File: src/rtl/hv_class_trainer_pkg.sv
// Shared types and constants for the hypervector class trainer.
package hv_class_trainer_pkg;

    localparam int DIMENSIONS_DEF = 10;
    localparam int CNT_W_DEF      = 8;

    localparam logic LABEL_NS = 1'b0;
    localparam logic LABEL_S  = 1'b1;

    typedef enum logic [1:0] {
        ACCUM  = 2'd0,
        FIN_NS = 2'd1,
        FIN_S  = 2'd2
    } trainer_state_t;

    // Strict majority: a dimension is set only when more than half of the
    // bundled samples had it set. The doubled count gets one extra bit so the
    // comparison can never wrap; a tie resolves to 0.
    function automatic logic majority_bit(input logic [31:0] cnt, input logic [31:0] n);
        logic [32:0] twice_cnt;
        logic [32:0] n_ext;
        twice_cnt = {cnt, 1'b0};
        n_ext     = {1'b0, n};
        return (twice_cnt > n_ext);
    endfunction

endpackage

File: src/rtl/hv_class_trainer_if.sv
// Sample stream into the trainer: one encoded HV plus its class label.
interface hv_class_trainer_if #(
    parameter int DIMENSIONS = 10
);
    logic                  in_valid;
    logic                  in_ready;
    logic [DIMENSIONS-1:0] in_hv;
    logic                  in_label;

    modport master (
        output in_valid,
        output in_hv,
        output in_label,
        input  in_ready
    );

    modport slave (
        input  in_valid,
        input  in_hv,
        input  in_label,
        output in_ready
    );
endinterface

File: src/rtl/hv_class_trainer_accumulator.sv
// Per-class bundling store: a sample counter plus one bit counter per
// dimension. Each counter only increments while the sample count is below
// its maximum, so no bit counter can ever exceed the sample count.
module hv_class_trainer_accumulator
    import hv_class_trainer_pkg::*;
#(
    parameter int DIMENSIONS = DIMENSIONS_DEF,
    parameter int CNT_W      = CNT_W_DEF
) (
    input  logic                  clk,
    input  logic                  rst,
    input  logic                  clr,
    input  logic                  inc,
    input  logic [DIMENSIONS-1:0] hv,
    output logic                  full,
    output logic [DIMENSIONS-1:0] maj
);

    localparam logic [CNT_W-1:0] CNT_MAX = {CNT_W{1'b1}};
    localparam logic [CNT_W-1:0] CNT_ONE = CNT_W'(1);

    logic [CNT_W-1:0] n_r;
    logic [CNT_W-1:0] cnt_r [DIMENSIONS];

    assign full = (n_r == CNT_MAX);

    // Sample count and per-dimension counters; cleared by reset or a new run.
    always_ff @(posedge clk) begin
        if (rst || clr) begin
            n_r <= '0;
            for (int d = 0; d < DIMENSIONS; d++) begin
                cnt_r[d] <= '0;
            end
        end else if (inc && !full) begin
            n_r <= n_r + CNT_ONE;
            for (int d = 0; d < DIMENSIONS; d++) begin
                if (hv[d]) begin
                    cnt_r[d] <= cnt_r[d] + CNT_ONE;
                end
            end
        end
    end

    // Majority threshold of every dimension against the current sample count.
    always_comb begin
        maj = '0;
        for (int d = 0; d < DIMENSIONS; d++) begin
            maj[d] = majority_bit(32'(cnt_r[d]), 32'(n_r));
        end
    end

endmodule

File: src/rtl/hv_class_trainer.sv
// Training-side prototype builder: bundles labelled sample HVs into two
// per-class accumulators and, on finalize, latches their majority vectors
// into the non-seizure and seizure prototypes over two cycles.
module hv_class_trainer
    import hv_class_trainer_pkg::*;
#(
    parameter int DIMENSIONS = DIMENSIONS_DEF,
    parameter int CNT_W      = CNT_W_DEF
) (
    input  logic                  clk,
    input  logic                  rst,
    input  logic                  clear,
    hv_class_trainer_if.slave     smp,
    input  logic                  finalize,
    output logic [DIMENSIONS-1:0] ns_hv,
    output logic [DIMENSIONS-1:0] s_hv,
    output logic                  proto_valid,
    output logic                  sat_err
);

    trainer_state_t        state_r;
    trainer_state_t        state_nxt_s;
    logic                  in_ready_r;
    logic                  accept_s;
    logic                  inc_ns_s;
    logic                  inc_s_s;
    logic                  drop_s;
    logic                  full_ns_s;
    logic                  full_s_s;
    logic [DIMENSIONS-1:0] maj_ns_s;
    logic [DIMENSIONS-1:0] maj_s_s;

    assign smp.in_ready = in_ready_r;

    // Next-state: finalize starts the two-cycle prototype sequence.
    always_comb begin
        state_nxt_s = state_r;
        case (state_r)
            ACCUM: begin
                if (finalize) begin
                    state_nxt_s = FIN_NS;
                end else begin
                    state_nxt_s = ACCUM;
                end
            end
            FIN_NS:  state_nxt_s = FIN_S;
            FIN_S:   state_nxt_s = ACCUM;
            default: state_nxt_s = ACCUM;
        endcase
    end

    // Sample acceptance and label steering; a full class drops the sample.
    always_comb begin
        accept_s = 1'b0;
        inc_ns_s = 1'b0;
        inc_s_s  = 1'b0;
        drop_s   = 1'b0;
        if ((state_r == ACCUM) && in_ready_r && smp.in_valid && !clear) begin
            accept_s = 1'b1;
            if (smp.in_label == LABEL_S) begin
                if (full_s_s) begin
                    drop_s = 1'b1;
                end else begin
                    inc_s_s = 1'b1;
                end
            end else begin
                if (full_ns_s) begin
                    drop_s = 1'b1;
                end else begin
                    inc_ns_s = 1'b1;
                end
            end
        end else begin
            accept_s = 1'b0;
        end
    end

    // State register; ready is registered from the next state so it is
    // high exactly while the FSM sits in ACCUM.
    always_ff @(posedge clk) begin
        if (rst || clear) begin
            state_r    <= ACCUM;
            in_ready_r <= 1'b1;
        end else begin
            state_r    <= state_nxt_s;
            in_ready_r <= (state_nxt_s == ACCUM);
        end
    end

    // Prototype registers: invalidated on finalize, filled one class per cycle.
    always_ff @(posedge clk) begin
        if (rst || clear) begin
            ns_hv       <= '0;
            s_hv        <= '0;
            proto_valid <= 1'b0;
        end else begin
            case (state_r)
                ACCUM: begin
                    if (finalize) begin
                        proto_valid <= 1'b0;
                    end
                end
                FIN_NS: begin
                    ns_hv <= maj_ns_s;
                end
                FIN_S: begin
                    s_hv        <= maj_s_s;
                    proto_valid <= 1'b1;
                end
                default: begin
                    proto_valid <= 1'b0;
                end
            endcase
        end
    end

    // Sticky saturation flag; only a new run or reset clears it.
    always_ff @(posedge clk) begin
        if (rst || clear) begin
            sat_err <= 1'b0;
        end else if (accept_s && drop_s) begin
            sat_err <= 1'b1;
        end
    end

    hv_class_trainer_accumulator #(
        .DIMENSIONS (DIMENSIONS),
        .CNT_W      (CNT_W)
    ) u_acc_ns (
        .clk  (clk),
        .rst  (rst),
        .clr  (clear),
        .inc  (inc_ns_s),
        .hv   (smp.in_hv),
        .full (full_ns_s),
        .maj  (maj_ns_s)
    );

    hv_class_trainer_accumulator #(
        .DIMENSIONS (DIMENSIONS),
        .CNT_W      (CNT_W)
    ) u_acc_s (
        .clk  (clk),
        .rst  (rst),
        .clr  (clear),
        .inc  (inc_s_s),
        .hv   (smp.in_hv),
        .full (full_s_s),
        .maj  (maj_s_s)
    );

endmodule

File: src/flat_wrapper.sv
// flat-port wrapper written by rule: the top's interface ports become plain ports
module hv_class_trainer_flat import hv_class_trainer_pkg::*;
#(
    parameter int DIMENSIONS = DIMENSIONS_DEF,
    parameter int CNT_W      = CNT_W_DEF
)
  (clk, rst, clear, finalize, ns_hv, s_hv, proto_valid, sat_err, smp_in_valid, smp_in_hv, smp_in_label, smp_in_ready);
  hv_class_trainer_if #(.DIMENSIONS(DIMENSIONS)) smp_i ();
  input  logic clk;
  input  logic rst;
  input  logic clear;
  input  logic finalize;
  output logic [DIMENSIONS-1:0] ns_hv;
  output logic [DIMENSIONS-1:0] s_hv;
  output logic proto_valid;
  output logic sat_err;
  input wire logic [$bits(smp_i.in_valid)-1:0] smp_in_valid;
  input wire logic [$bits(smp_i.in_hv)-1:0] smp_in_hv;
  input wire logic [$bits(smp_i.in_label)-1:0] smp_in_label;
  output wire logic [$bits(smp_i.in_ready)-1:0] smp_in_ready;
  assign smp_i.in_valid = smp_in_valid;
  assign smp_i.in_hv = smp_in_hv;
  assign smp_i.in_label = smp_in_label;
  assign smp_in_ready = smp_i.in_ready;
  hv_class_trainer #(.DIMENSIONS(DIMENSIONS), .CNT_W(CNT_W)) u_core (.clk(clk), .rst(rst), .clear(clear), .smp(smp_i), .finalize(finalize), .ns_hv(ns_hv), .s_hv(s_hv), .proto_valid(proto_valid), .sat_err(sat_err));
endmodule
File: config.mk
export PLATFORM = sky130hd
export DESIGN_NAME = hv_class_trainer_flat
export DESIGN_NICKNAME = d
export VERILOG_FILES = /design/src/rtl/hv_class_trainer_pkg.sv /design/src/rtl/hv_class_trainer_if.sv /design/src/rtl/hv_class_trainer_accumulator.sv /design/src/rtl/hv_class_trainer.sv /design/src/flat_wrapper.sv
export SDC_FILE = /design/constraint.sdc
export NUM_CORES = 1
export LEC_CHECK = 0
export ABC_AREA = 0
export CELL_PAD_IN_SITES_DETAIL_PLACEMENT = 2
export CELL_PAD_IN_SITES_GLOBAL_PLACEMENT = 2
export CORE_MARGIN = 10
export CORE_UTILIZATION = 29
export DETAILED_ROUTE_END_ITERATION = 10
export MAX_ROUTING_LAYER = met4
export PLACE_DENSITY = 0.57
export SLEW_MARGIN = 0
export SYNTH_ARGS = -nofsm -noshare
export SYNTH_HDL_FRONTEND = slang
export SYNTH_SLANG_ARGS = --single-unit
File: constraint.sdc
create_clock -name clk -period 3.2 [get_ports clk]
set_clock_uncertainty 0.1 [all_clocks]
set_input_delay 0.64 -clock clk [delete_from_list [all_inputs] [get_ports clk]]
set_output_delay 0.64 -clock clk [all_outputs]
set_load 0.05 [all_outputs]
After elaboration in Yosys (flattened, before gate mapping)

Memories as Yosys holds them, arrays and structs flattened.
Cells that the tools add are included.

Bits in registers: 41
Memory bits (writable): 160
Bits of input ports: 16
Output and inout port bits: 23
Logic and storage cells: 198
Memories: 2

$add $sub $neg: 22
Order comparisons: 20
Eq/ne operators: 5
Multiplexer cells: 107
Bitwise gates (word level): 21
Reduce and logical (&&, ||, !) cells: 13

Memories:

| memory                | words | width | read ports | clocked after Yosys merged registers in | wr ports | line                               | RTL |
|---|---|---|---|---|---|---|---|
| u_core.u_acc_ns.cnt_r | 10    | 8     | 10         | 0                                       | 10       | hv_class_trainer_accumulator.sv:23 | `logic [CNT_W-1:0] cnt_r [DIMENSIONS];` |
| u_core.u_acc_s.cnt_r  | 10    | 8     | 10         | 0                                       | 10       | hv_class_trainer_accumulator.sv:23 |  |

Operator list:

| cell                                                            | count |
|---|---|
| 9-bit by 8-bit greater-than comparator with 1-bit output        | 20 |
| 8-bit by 1-bit adder with 8-bit output, second input constant   | 22 |
| 8-bit 2-to-1 mux                                                | 20 |
| 1-bit 2-to-1 mux                                                | 85 |
| 1-bit OR                                                        | 20 |
| 8-bit == test, second input constant                            | 2 |
| 1-bit logical AND                                               | 6 |
| 2-bit zero test                                                 | 2 |
| 2-bit case mux with 2 select lines                              | 1 |
| 1-bit zero test                                                 | 3 |
| 1-bit case mux with 3 select lines                              | 1 |
| 2-bit by 1-bit == test with 1-bit output, second input constant | 1 |
| 2-bit == test, second input constant                            | 1 |
| 2-bit inequality test, second input constant                    | 1 |
| 2-bit AND reduction                                             | 1 |
| 1-bit logical OR                                                | 1 |
| 1-bit inverter                                                  | 1 |

Logic depth before layout (Yosys ltp)

Gate-level depths: netlist of the first run.

Depth after elaboration: 10
Gate-level depth with buffers: 6
Gate-level depth less buffers: 6

Modules after synthesis

A second synthesis of the first run with hierarchy kept.

Cells, all modules: 1208
Area total of the unflattened synthesis: 12687.2 um^2

Modules (own cells, without submodules):

| module                       | times used | cells an instance | area an instance (um^2) | sequential area each (um^2) |
|---|---|---|---|---|
| hv_class_trainer_accumulator | 2          | 548               | 5881.9                  | 2562.5 |
| hv_class_trainer             | 1          | 112               | 923.4                   | 500.5 |

Least setup slack after synthesis of the first run

Ideal clock, no wire load.

Path type: flip-flop to flip-flop
From: reg u_core.in_ready_r, in the netlist u_core.smp.in_ready
To: mem u_core.u_acc_ns.cnt_r[0][0] (netlist name), enable pin
Setup time: 0.326 ns
Arrival: 2.269 ns
Data required time: 2.774 ns
Path slack: 0.505 ns
Stages on the path, launching flop included: 7
Buffers on the path: 2
Period minus slack after synthesis: 2.695 ns
Path through: dfxtp_1 > nand2_1 > or4_1 > clkbuf_1 > clkbuf_1 > nor2_2 > a21o_1

RTL lines:

| element                  | line                               | RTL |
|---|---|---|
| start: declaration       | hv_class_trainer.sv:23             | `logic in_ready_r;` |
| start signal: assignment | hv_class_trainer.sv:86             | `in_ready_r <= (state_nxt_s == ACCUM);` |
| end: declaration         | hv_class_trainer_accumulator.sv:23 |  |

Worst setup path in the final report of the first run

From: reg u_core.proto_valid
To: out proto_valid

RTL lines:

| element                  | line                    | RTL |
|---|---|---|
| start: declaration       | hv_class_trainer.sv:17  | `output logic proto_valid,` |
| start signal: assignment | hv_class_trainer.sv:95  | `proto_valid <= 1'b0;` |
| start signal: assignment | hv_class_trainer.sv:100 | `proto_valid <= 1'b0;` |
| start signal: assignment | hv_class_trainer.sv:108 | `proto_valid <= 1'b1;` |
| end: declaration         | flat_wrapper.sv:15      | `output logic proto_valid;` |

No word-level cell between the ends.

==> impl_metrics.toml, run 1 <==
[hold_path]
min_from = "u_core.s_hv[4]$_SDFFE_PP0P_"
min_path_type = "flip-flop to flip-flop"

[routing]
dr.max_layer_used = "met4"
drt_iter0_markers = 469
wl_met3_um = 1159
route.met2.wl_um = 18430
dr_total_vias = 9486
drc_errors = 0
ant_nets = 0
post_drt_wl_per_cell_um = 20.54
met1_length_um = 17790
first_pass_iters = 5
wl_um = 38080
vias_per_cell = 5.117

[global_routing]
grt_max_degree = 21
grt_pass1_vias = 10425
antenna_found_initial = 2
track_usage_pct = 15.01
grt_pass1_wl_um = 61580
grt.overflow.total = 0

[finish]
drive_gt1_share_pct = 7.103
ff_latch_area_um2 = 5625
nets = 1425
layout.cells.non_filler = 1854
multi_input_area_um2 = 6834
area_growth_pct = 16.89
fillers = 4723
fin_area_um2 = 14810

[sta]
fmax_ghz = 0.3924
hold_viol = 0
period_minus_slack_ns = 2.548
setup-tns-final_ns = 0
setup_viol = 0
max_slew_margin_pct = 49.22
slew_viol_final = 0
tightest_slew_ns = 0.7609
period_share_pct = 79.63
rsz0062_at_grt = "no"

[placement]
gp_routability_congestion = 0.7552
dp.cells = 1803
numPortBuffers = 38
place_area_um2 = 13940
dpl.hpwl_um = 26890

[worst_setup_path]
critPathArrivalTime_ns = 1.81
max_stage_delay_ns = 0.84
path_max_fanout = 2
startpoint = "u_core.proto_valid$_SDFFE_PP0P_"
cpLargestDelayFamily = "buffers and inverters"
worstPathRequired_ns = 2.46
worstPathCellList = "clkdlybuf4s50_1"
start_kind = "flip-flop"
r2r-start = "u_core.u_acc_s.n_r[6]$_SDFFE_PP0N_"
cp_slowest_cell = "clkdlybuf4s50_1"
path_buf_inv = 1
path_class = "flip-flop to output port"
end_kind = "output port"

[clocking]
cts_max_level = 1
clock_latency_ns = 0.55
cts-resized-gates = 0
hold_buffers = 0
cts_setup_buffers = 0
cts_tree = "yes"
cts_buffer_depth = 3
clk_pin_slew_ns = 0.05
cts_sinks = 201
cts_buffers = 27
cts-root-buf = "clkbuf_16"

[yosys]
netlist_top_cells_area = "edfxtp_1, ha_1, dfxtp_1"
ys.flop_type = "edfxtp_1"
post-synth-top-area-cell = "edfxtp_1"
synth_area_um2 = 12670
synth_cells = 1171
synth-edff-count = 160
seq_area_frac_synth_pct = 44.40
yosys_warnings = 0
async_flop_share_pct = 0
ys_ff_latch = 201
synth_top_cell_area_share_pct = 37.93
syn_nets = 1349
syn_avg_cell_area_um2 = 10.82
ys_types = 40

[die]
start_util_pct = 29.34
io_pins = 39
die_x_um = 229.0
fp.coreArea_um2 = 43170
die_y_um = 229.0
dieArea_um2 = 52440
rows = 76

[power_and_ir_drop]
p_leak_nw = 5.947
ir_drop_v = 0.0003483
power.density_nw_per_um2 = 454.1

[run]
max_cap_viol_count = 0

[run_status]
status = "finished clean"
-- power breakdown --
| group | internal, mW | switching (mW) | leakage [nW] |
|---|---|---|---|
| logic | 0.263 | 0.341 | 3.41 |
| registers | 2.93 | 0.144 | 2.12 |
| clock network | 1.84 | 1.21 | 0.417 |
-- kinds of logic after synthesis --
group                      share of synthesized area [%]
AOI/OAI and AO/OA                                  10.53
xor gates and xnor gates                           8.296
adders and majority gates                          16.00
buffers and inverters                              1.689
DFF                                                44.40
muxes                                            0.08888
and+or+nand+nor                                    18.99
-- final timing paths --
| kind | to | slack (ns) | depth (start not counted) |
|---|---|---|---|
| worst max-delay path | proto_valid | 0.65 | 1 |
| worst min-delay path | u_core.s_hv[4]$_SDFFE_PP0P_ | 0.37 | 1 |
| worst max register to register | u_core.s_hv[3]$_SDFFE_PP0P_ | 0.81 | 6 |
| worst min register to register | u_core.s_hv[4]$_SDFFE_PP0P_ | 0.37 | 1 |
-- per-stage QoR --
step | total power, mW | setup slack, ns | hold WS (ns) | util [%]
after floorplan | 3.479 | 0.5049 | 0.3606 | -
after global placement | 3.723 | 0.1670 | 0.3549 | 32.29
after detailed placement | 3.743 | 0.1112 | 0.3569 | 32.29
after CTS | 6.853 | 0.5603 | 0.3708 | 34.29
after global routing | 7.044 | 0.5846 | 0.3785 | 34.29
final | 6.725 | 0.6518 | 0.3657 | 34.30
-- cells in the mapped netlist, types with 3 or more instances --
library cell	n
a211oi_1	19
a21o_1	41
a21oi_1	58
a32o_1	18
and3_1	60
and4_1	4
and4b_1	20
clkbuf_1	15
dfxtp_1	41
edfxtp_1	160
ha_1	162
inv_1	36
nand2_1	34
nand2_4	20
nand3_1	118
nand4_1	7
nor2_1	148
nor3_1	3
o21ai_0	10
o221ai_1	18
o311ai_0	4
o31ai_1	5
o41ai_1	4
or3_1	20
or4_1	6
xnor2_1	28
xor2_1	92
-- placed cells by master, fill, tap and decap left out, types with 7 or more instances in the layout --
cell,n
a211oi_1,19
a21o_1,41
a21oi_1,58
a32o_1,18
and3_1,60
and4b_1,20
buf_4,23
clkbuf_1,11
clkbuf_16,27
clkdlybuf4s50_1,38
dfxtp_1,41
edfxtp_1,160
ha_1,162
inv_1,36
nand2_1,34
nand2_4,20
nand3_1,118
nand4_1,7
nor2_1,148
o21ai_0,10
o221ai_1,18
or3_1,20
xnor2_1,28
xor2_1,92
-- registers in the layout (all words and copies together) (netlist names) --
name                   count
u_core.u_acc_ns.cnt_r     80
u_core.u_acc_s.cnt_r      80
u_core.ns_hv              10
u_core.s_hv               10
u_core.u_acc_ns.n_r        8
u_core.u_acc_s.n_r         8
u_core.state_r             2
u_core.proto_valid         1
u_core.sat_err             1
u_core.smp.in_ready        1
-- metal layers --
metal	track usage (%)	vias up
met5	-	-
met4	3.124	0
met3	2.052	43
met2	24.92	89
met1	19.20	4777
li1	-	4577
-- final cells by class --
cell class,instances,area share (%)
diodes,2,0.03380
clock buffers,40,5.027
clock inverters,9,0.8027
inverters,36,0.9125
multi-input cells,917,46.15
flip-flops and latches,201,37.99
well taps,585,4.943
repair buffers,64,4.140
No activity file was read; power rests on OpenSTA's default activity.
==> run 2, diff against run 1 <==
PLACE_DENSITY = 0.59   (was 0.57)
clock period = 2.2 ns   (was 3.2 ns; I/O delays follow)
==> run 2 against run 1 <==
Clock power grew 40%. Non-clock buffer count grew 48. Via count grew 3.1%. First-iteration DRC count shrank 14%. Sequential power grew 46%. Worst hold slack lost 0.0051 ns. Count of clock-buffer cells in the layout shrank 2. Die area is the same. Final area grew 3.8%. Sequential share of layout area shrank 1.3 points. Flip-flop and latch count is the same. Highest routed layer unchanged.
==> impl_metrics.toml, run 2 (same netlist as run 1, synthesis figures left out) <==
[run_status]
status = "finished clean"

[routing]
post_drt_wl_per_cell_um = 20.57
dr_total_vias = 9778
drt_iter0_markers = 403
drc_errors = 0
first_pass_iters = 6
ant_nets = 0
wl_um = 39080
vias_per_cell = 5.146

[clocking]
hold_buffers = 0
clk_pin_slew_ns = 0.06
cts_sinks = 201
cts_buffers = 27
cts_tree = "yes"
cts_max_level = 1
clock_latency_ns = 0.55
cts_buffer_depth = 3
cts-root-buf = "clkbuf_16"

[placement]
dpl.hpwl_um = 28030
gp_routability_congestion = 0.7678
place_area_um2 = 14510
numPortBuffers = 38
dp.cells = 1846
pre_cts_slack_ns = -0.5352

[finish]
nets = 1473
layout.cells.non_filler = 1900
layout_commonest_cell = "ha_1"
fin_util_pct = 35.61
fin_area_um2 = 15370
area_growth_pct = 21.36
ff_latch_area_um2 = 5635
multi_input_area_um2 = 7004
drive_gt1_share_pct = 12.94
final_cell_mix = "ha_1, edfxtp_1, nor2_1"
fillers = 4678
reg_top3 = "u_core.u_acc_ns.cnt_r (80), u_core.u_acc_s.cnt_r (80)"

[worst_setup_path]
critPathArrivalTime_ns = 2.43
startpoint = "clear"
r2r-start = "u_core.state_r[1]$_SDFF_PP0_"
reg2reg_depth = 5
cp-endpoint = "u_core.u_acc_ns.cnt_r[7][6]$_SDFFCE_PN0P_"
path_max_fanout = 10
worstPathRequired_ns = 2.49
end_kind = "flip-flop"
rrSetupSlack_ns = 0.07
reg2reg_to = "u_core.u_acc_ns.cnt_r[7][6]$_SDFFCE_PN0P_"
path_class = "input port to flip-flop"
start_kind = "input port"

[die]
rows = 76
io_pins = 39
dieArea_um2 = 52440
fp.coreArea_um2 = 43170
start_util_pct = 29.34
die_y_um = 229.0
die_x_um = 229.0

[sta]
period_share_pct = 97.03
tightest_slew_ns = 0.5325
holdWs_ns = 0.3606
slew_viol_final = 0
fmax_ghz = 0.4685
hold_viol = 0
setup_viol = 0
max_slew_margin_pct = 64.39
fin_ws_ns = 0.06532
rsz0062_at_grt = "yes"
period_minus_slack_ns = 2.135

[power_and_ir_drop]
p_leak_nw = 6.317
seqPwrFrac_pct = 46.2
ir_drop_v = 0.0005445
p_switching_mw = 2.516
clkPwrFrac_pct = 44.1
internal_power_mw = 7.160
power.density_nw_per_um2 = 629.4
swShare_pct = 26.00
combPwrFrac_pct = 9.7

[global_routing]
grt.overflow.total = 0
antenna_found_initial = 1
grt_pass1_vias = 10532
grt_max_degree = 21
grt_pass1_wl_um = 61850
track_usage_pct = 15.05

[run]
max_cap_viol_count = 0

[hold_path]
min_path_type = "flip-flop to flip-flop"
hold_path_depth = 1
run 2: cell types whose count changed in the layout (fill, tap and decap cells not counted), sizes merged:
cell           change
clkinv             +3
diode              -1
buf               +49
bufinv             -2
dlygate4sd2       +21
clkdlybuf4s50     -23
clkbuf             -1
run 2: timing repair:
action | CTS | global route
gates resized for setup | 21 | 10
setup endpoints to repair | 21 | 135
pin swaps | 0 | 2
setup buffers | 0 | 3
cloned | 0 | 2
run 2: worst min-delay path by stage:
stage | from | to
6_report | u_core.s_hv[1]$_SDFFE_PP0P_ | u_core.s_hv[1]$_SDFFE_PP0P_
5_1_grt | u_core.s_hv[2]$_SDFFE_PP0P_ | u_core.s_hv[2]$_SDFFE_PP0P_
4_1_cts | u_core.s_hv[1]$_SDFFE_PP0P_ | u_core.s_hv[1]$_SDFFE_PP0P_
3_5_place_dp | u_core.s_hv[1]$_SDFFE_PP0P_ | u_core.s_hv[1]$_SDFFE_PP0P_
3_3_place_gp | u_core.s_hv[1]$_SDFFE_PP0P_ | u_core.s_hv[1]$_SDFFE_PP0P_
2_1_floorplan | u_core.u_acc_s.n_r[7]$_SDFFE_PP0N_ | u_core.u_acc_s.n_r[7]$_SDFFE_PP0N_
run 2: worst max-delay path, stage by stage:
cell and delay [ns]:
clkdlybuf4s50_1 0.47, or4_4 0.55, a2111oi_4 0.36, buf_4 0.31, nand2_4 0.11, nor2_1 0.17
run 2: through the flow:
stage / TNS, ns / power, mW
2_1_floorplan: 0 / 5.087
3_5_place_dp: -136.97 / 5.493
4_1_cts: 0 / 9.815
3_3_place_gp: -124.42 / 5.461
6_report: 0 / 9.676
5_1_grt: -0.06527 / 10.10
run 2: power by group through the flow:
stage                     combinational (mW)  clock [mW]  sequential [mW]
final                                  0.941        4.26             4.47
after global routing                    1.07        4.53             4.50
after CTS                              0.946        4.39             4.47
after detailed placement               0.939           0             4.55
after global placement                 0.910           0             4.55
after floorplan                        0.600           0             4.49
run 2: final cells by class:
| type | instances | share of cell area, % |
|---|---|---|
| repair buffers | 112 | 6.779 |
| inverters | 36 | 0.8789 |
| clock buffers | 38 | 4.924 |
| flip-flops and latches | 201 | 36.65 |
| multi-input cells | 917 | 45.56 |
| well taps | 585 | 4.761 |
| diodes | 1 | 0.01628 |
| clock inverters | 10 | 0.4313 |
run 2: layer usage:
| layer | share of wire [%] | track usage [%] | up-vias | wire (um) |
|---|---|---|---|---|
| met1 | 47 | 19.52 | 4943 | 18510 |
| met3 | 3.0 | 2.151 | 52 | 1180 |
| met2 | 48 | 24.53 | 94 | 18570 |
| met4 | 2.1 | 3.248 | 0 | 817 |
| met5 | 0 | - | - | 0 |
| li1 | - | - | 4689 | - |
==> run 3, diff against run 2 <==
CORE_UTILIZATION = 38   (was 29)
HOLD_SLACK_MARGIN = 0.02   (was not set)
PLACE_DENSITY = 0.75   (was 0.59)
==> run 3 against run 2 <==
Critical endpoint is now u_core.u_acc_s.cnt_r[3][1]$_SDFFCE_PN0P_. Worst setup slack gained 0.0040 ns. Fmax grew 0.19%. Register-to-register slack is essentially flat. Worst hold slack gained 0.0021 ns. Wire length grew 0.30%. Non-clock buffer count grew 10. Flip-flop and latch count is the same. Highest routed layer unchanged. Sequential power is essentially flat.
==> impl_metrics.toml, run 3 (same netlist as run 1, synthesis figures left out) <==
[placement]
gp_routability_congestion = 0.7669
numPortBuffers = 38
dpl.hpwl_um = 27290
pre_cts_slack_ns = -0.5033

[routing]
dr_total_vias = 9889
wl_um = 39200
drt_iter0_markers = 308
first_pass_iters = 4
vias_per_cell = 5.600
ant_nets = 0
drc_errors = 0
post_drt_wl_per_cell_um = 22.20

[die]
io_pins = 39
die_x_um = 202.6
fp.coreArea_um2 = 32700
dieArea_um2 = 41040
rows = 66
start_util_pct = 38.74
die_y_um = 202.6

[power_and_ir_drop]
ir_drop_v = 0.0005481
internal_power_mw = 7.438
p_switching_mw = 2.468
power.density_nw_per_um2 = 641.4
p_leak_nw = 6.417
combPwrFrac_pct = 10.0
clkPwrFrac_pct = 44.8
power_mw = 9.907
seqPwrFrac_pct = 45.1
swShare_pct = 24.92

[clocking]
cts-root-buf = "clkbuf_16"
cts_sinks = 201
cts_buffers = 26
cts_buffer_depth = 3
cts_max_level = 1
hold_buffers = 0
clk_pin_slew_ns = 0.06
cts_tree = "yes"
clock_latency_ns = 0.54

[worst_setup_path]
path_class = "flip-flop to flip-flop"
reg2reg_to = "u_core.u_acc_s.cnt_r[3][1]$_SDFFCE_PN0P_"
rrSetupSlack_ns = 0.07
r2r-start = "u_core.u_acc_s.n_r[1]$_SDFFE_PP0N_"
critPathArrivalTime_ns = 2.43
start_kind = "flip-flop"
startpoint = "u_core.u_acc_s.n_r[1]$_SDFFE_PP0N_"
reg2reg_depth = 8
path_max_fanout = 6
cp-endpoint = "u_core.u_acc_s.cnt_r[3][1]$_SDFFCE_PN0P_"
end_kind = "flip-flop"
worstPathRequired_ns = 2.50

[finish]
drive_gt1_share_pct = 14.73
nets = 1482
reg_top3 = "u_core.u_acc_ns.cnt_r (80), u_core.u_acc_s.cnt_r (80)"
final_cell_mix = "ha_1, edfxtp_1, nor2_1"
fin_util_pct = 47.23
layout_commonest_cell = "ha_1"
diodes = 0
area_growth_pct = 21.92

[sta]
period_share_pct = 96.85
max_slew_margin_pct = 59.52
fin_ws_ns = 0.06936
holdWs_ns = 0.3627
fmax_ghz = 0.4693
hold_viol = 0
tightest_slew_ns = 0.6053
setup_viol = 0
period_minus_slack_ns = 2.131
slew_viol_final = 0

[global_routing]
grt.overflow.total = 0
grt_pass1_vias = 11164
antenna_found_initial = 0
grt_max_degree = 22
grt_pass1_wl_um = 63000
track_usage_pct = 19.43

[hold_path]
hold_path_depth = 1
min_path_type = "flip-flop to flip-flop"

[run]
max_cap_viol_count = 0

[run_status]
status = "finished clean"
## run 3: cell types whose count changed in the layout (fill, tap and decap cells not counted), sizes merged
cell,before,now
bufinv,1,3
buf,75,84
inv,36,35
dlygate4sd2,21,22
clkbuf,39,35
clkinvlp,0,1
diode,1,0
clkinv,9,11
## run 3: area by class of cell
cell class	count	area, um2
multi-input combinational	917	7063
clock buffer	34	752.0
inverter	36	138.9
tap	442	553.0
clock inverter	14	138.9
sequential	201	5634
timing repair buffer	122	1165
fill	3422	17260
## run 3: power groups by stage
stage | clock, mW | combinational, mW | sequential (mW)
after floorplan | 0 | 0.600 | 4.49
after global placement | 0 | 0.915 | 4.54
after detailed placement | 0 | 0.969 | 4.55
after CTS | 4.55 | 0.990 | 4.47
after global routing | 4.71 | 1.12 | 4.50
final | 4.44 | 0.994 | 4.47
## run 3: how the worst min path moves through the flow
stage                     slack [ns]                            endpoint                               start
after floorplan                 0.36  u_core.u_acc_s.n_r[7]$_SDFFE_PP0N_  u_core.u_acc_s.n_r[7]$_SDFFE_PP0N_
after global placement          0.35         u_core.s_hv[8]$_SDFFE_PP0P_         u_core.s_hv[8]$_SDFFE_PP0P_
after detailed placement        0.36         u_core.s_hv[2]$_SDFFE_PP0P_         u_core.s_hv[2]$_SDFFE_PP0P_
after CTS                       0.37         u_core.s_hv[2]$_SDFFE_PP0P_         u_core.s_hv[2]$_SDFFE_PP0P_
after global routing            0.39         u_core.s_hv[8]$_SDFFE_PP0P_         u_core.s_hv[8]$_SDFFE_PP0P_
final                           0.36         u_core.s_hv[2]$_SDFFE_PP0P_         u_core.s_hv[2]$_SDFFE_PP0P_
## run 3: metrics by stage
stage          cells  instance area (um2)  setup TNS [ns]
2_1_floorplan   1171                12840               0
3_3_place_gp    1712                14430         -119.45
3_5_place_dp    1712                14430         -135.43
4_1_cts         1763                15320               0
5_1_grt         1766                15440       -0.001996
6_report        1766                15440               0
## run 3: per-layer routing
metal	track usage, %	part of all wire, %
met5	-	0
met4	4.423	2.3
met3	2.006	2.5
met2	34.41	51
met1	23.35	44
## run 3: worst max-delay path, cell delays in order, from the launching register on
cell and delay [ns]:
dfxtp_4 0.37, ha_2 0.19, and3_4 0.18, buf_4 0.15
a2111oi_4 0.32, buf_4 0.22, buf_12 0.15, buf_4 0.12
and3_1 0.19
## run 3: timing repair
action	4_1_cts	5_1_grt
pin swaps	2	4
endpoints found under the setup margin	28	86
cloned	1	1
setup buffers	3	2
resized for setup	26	26
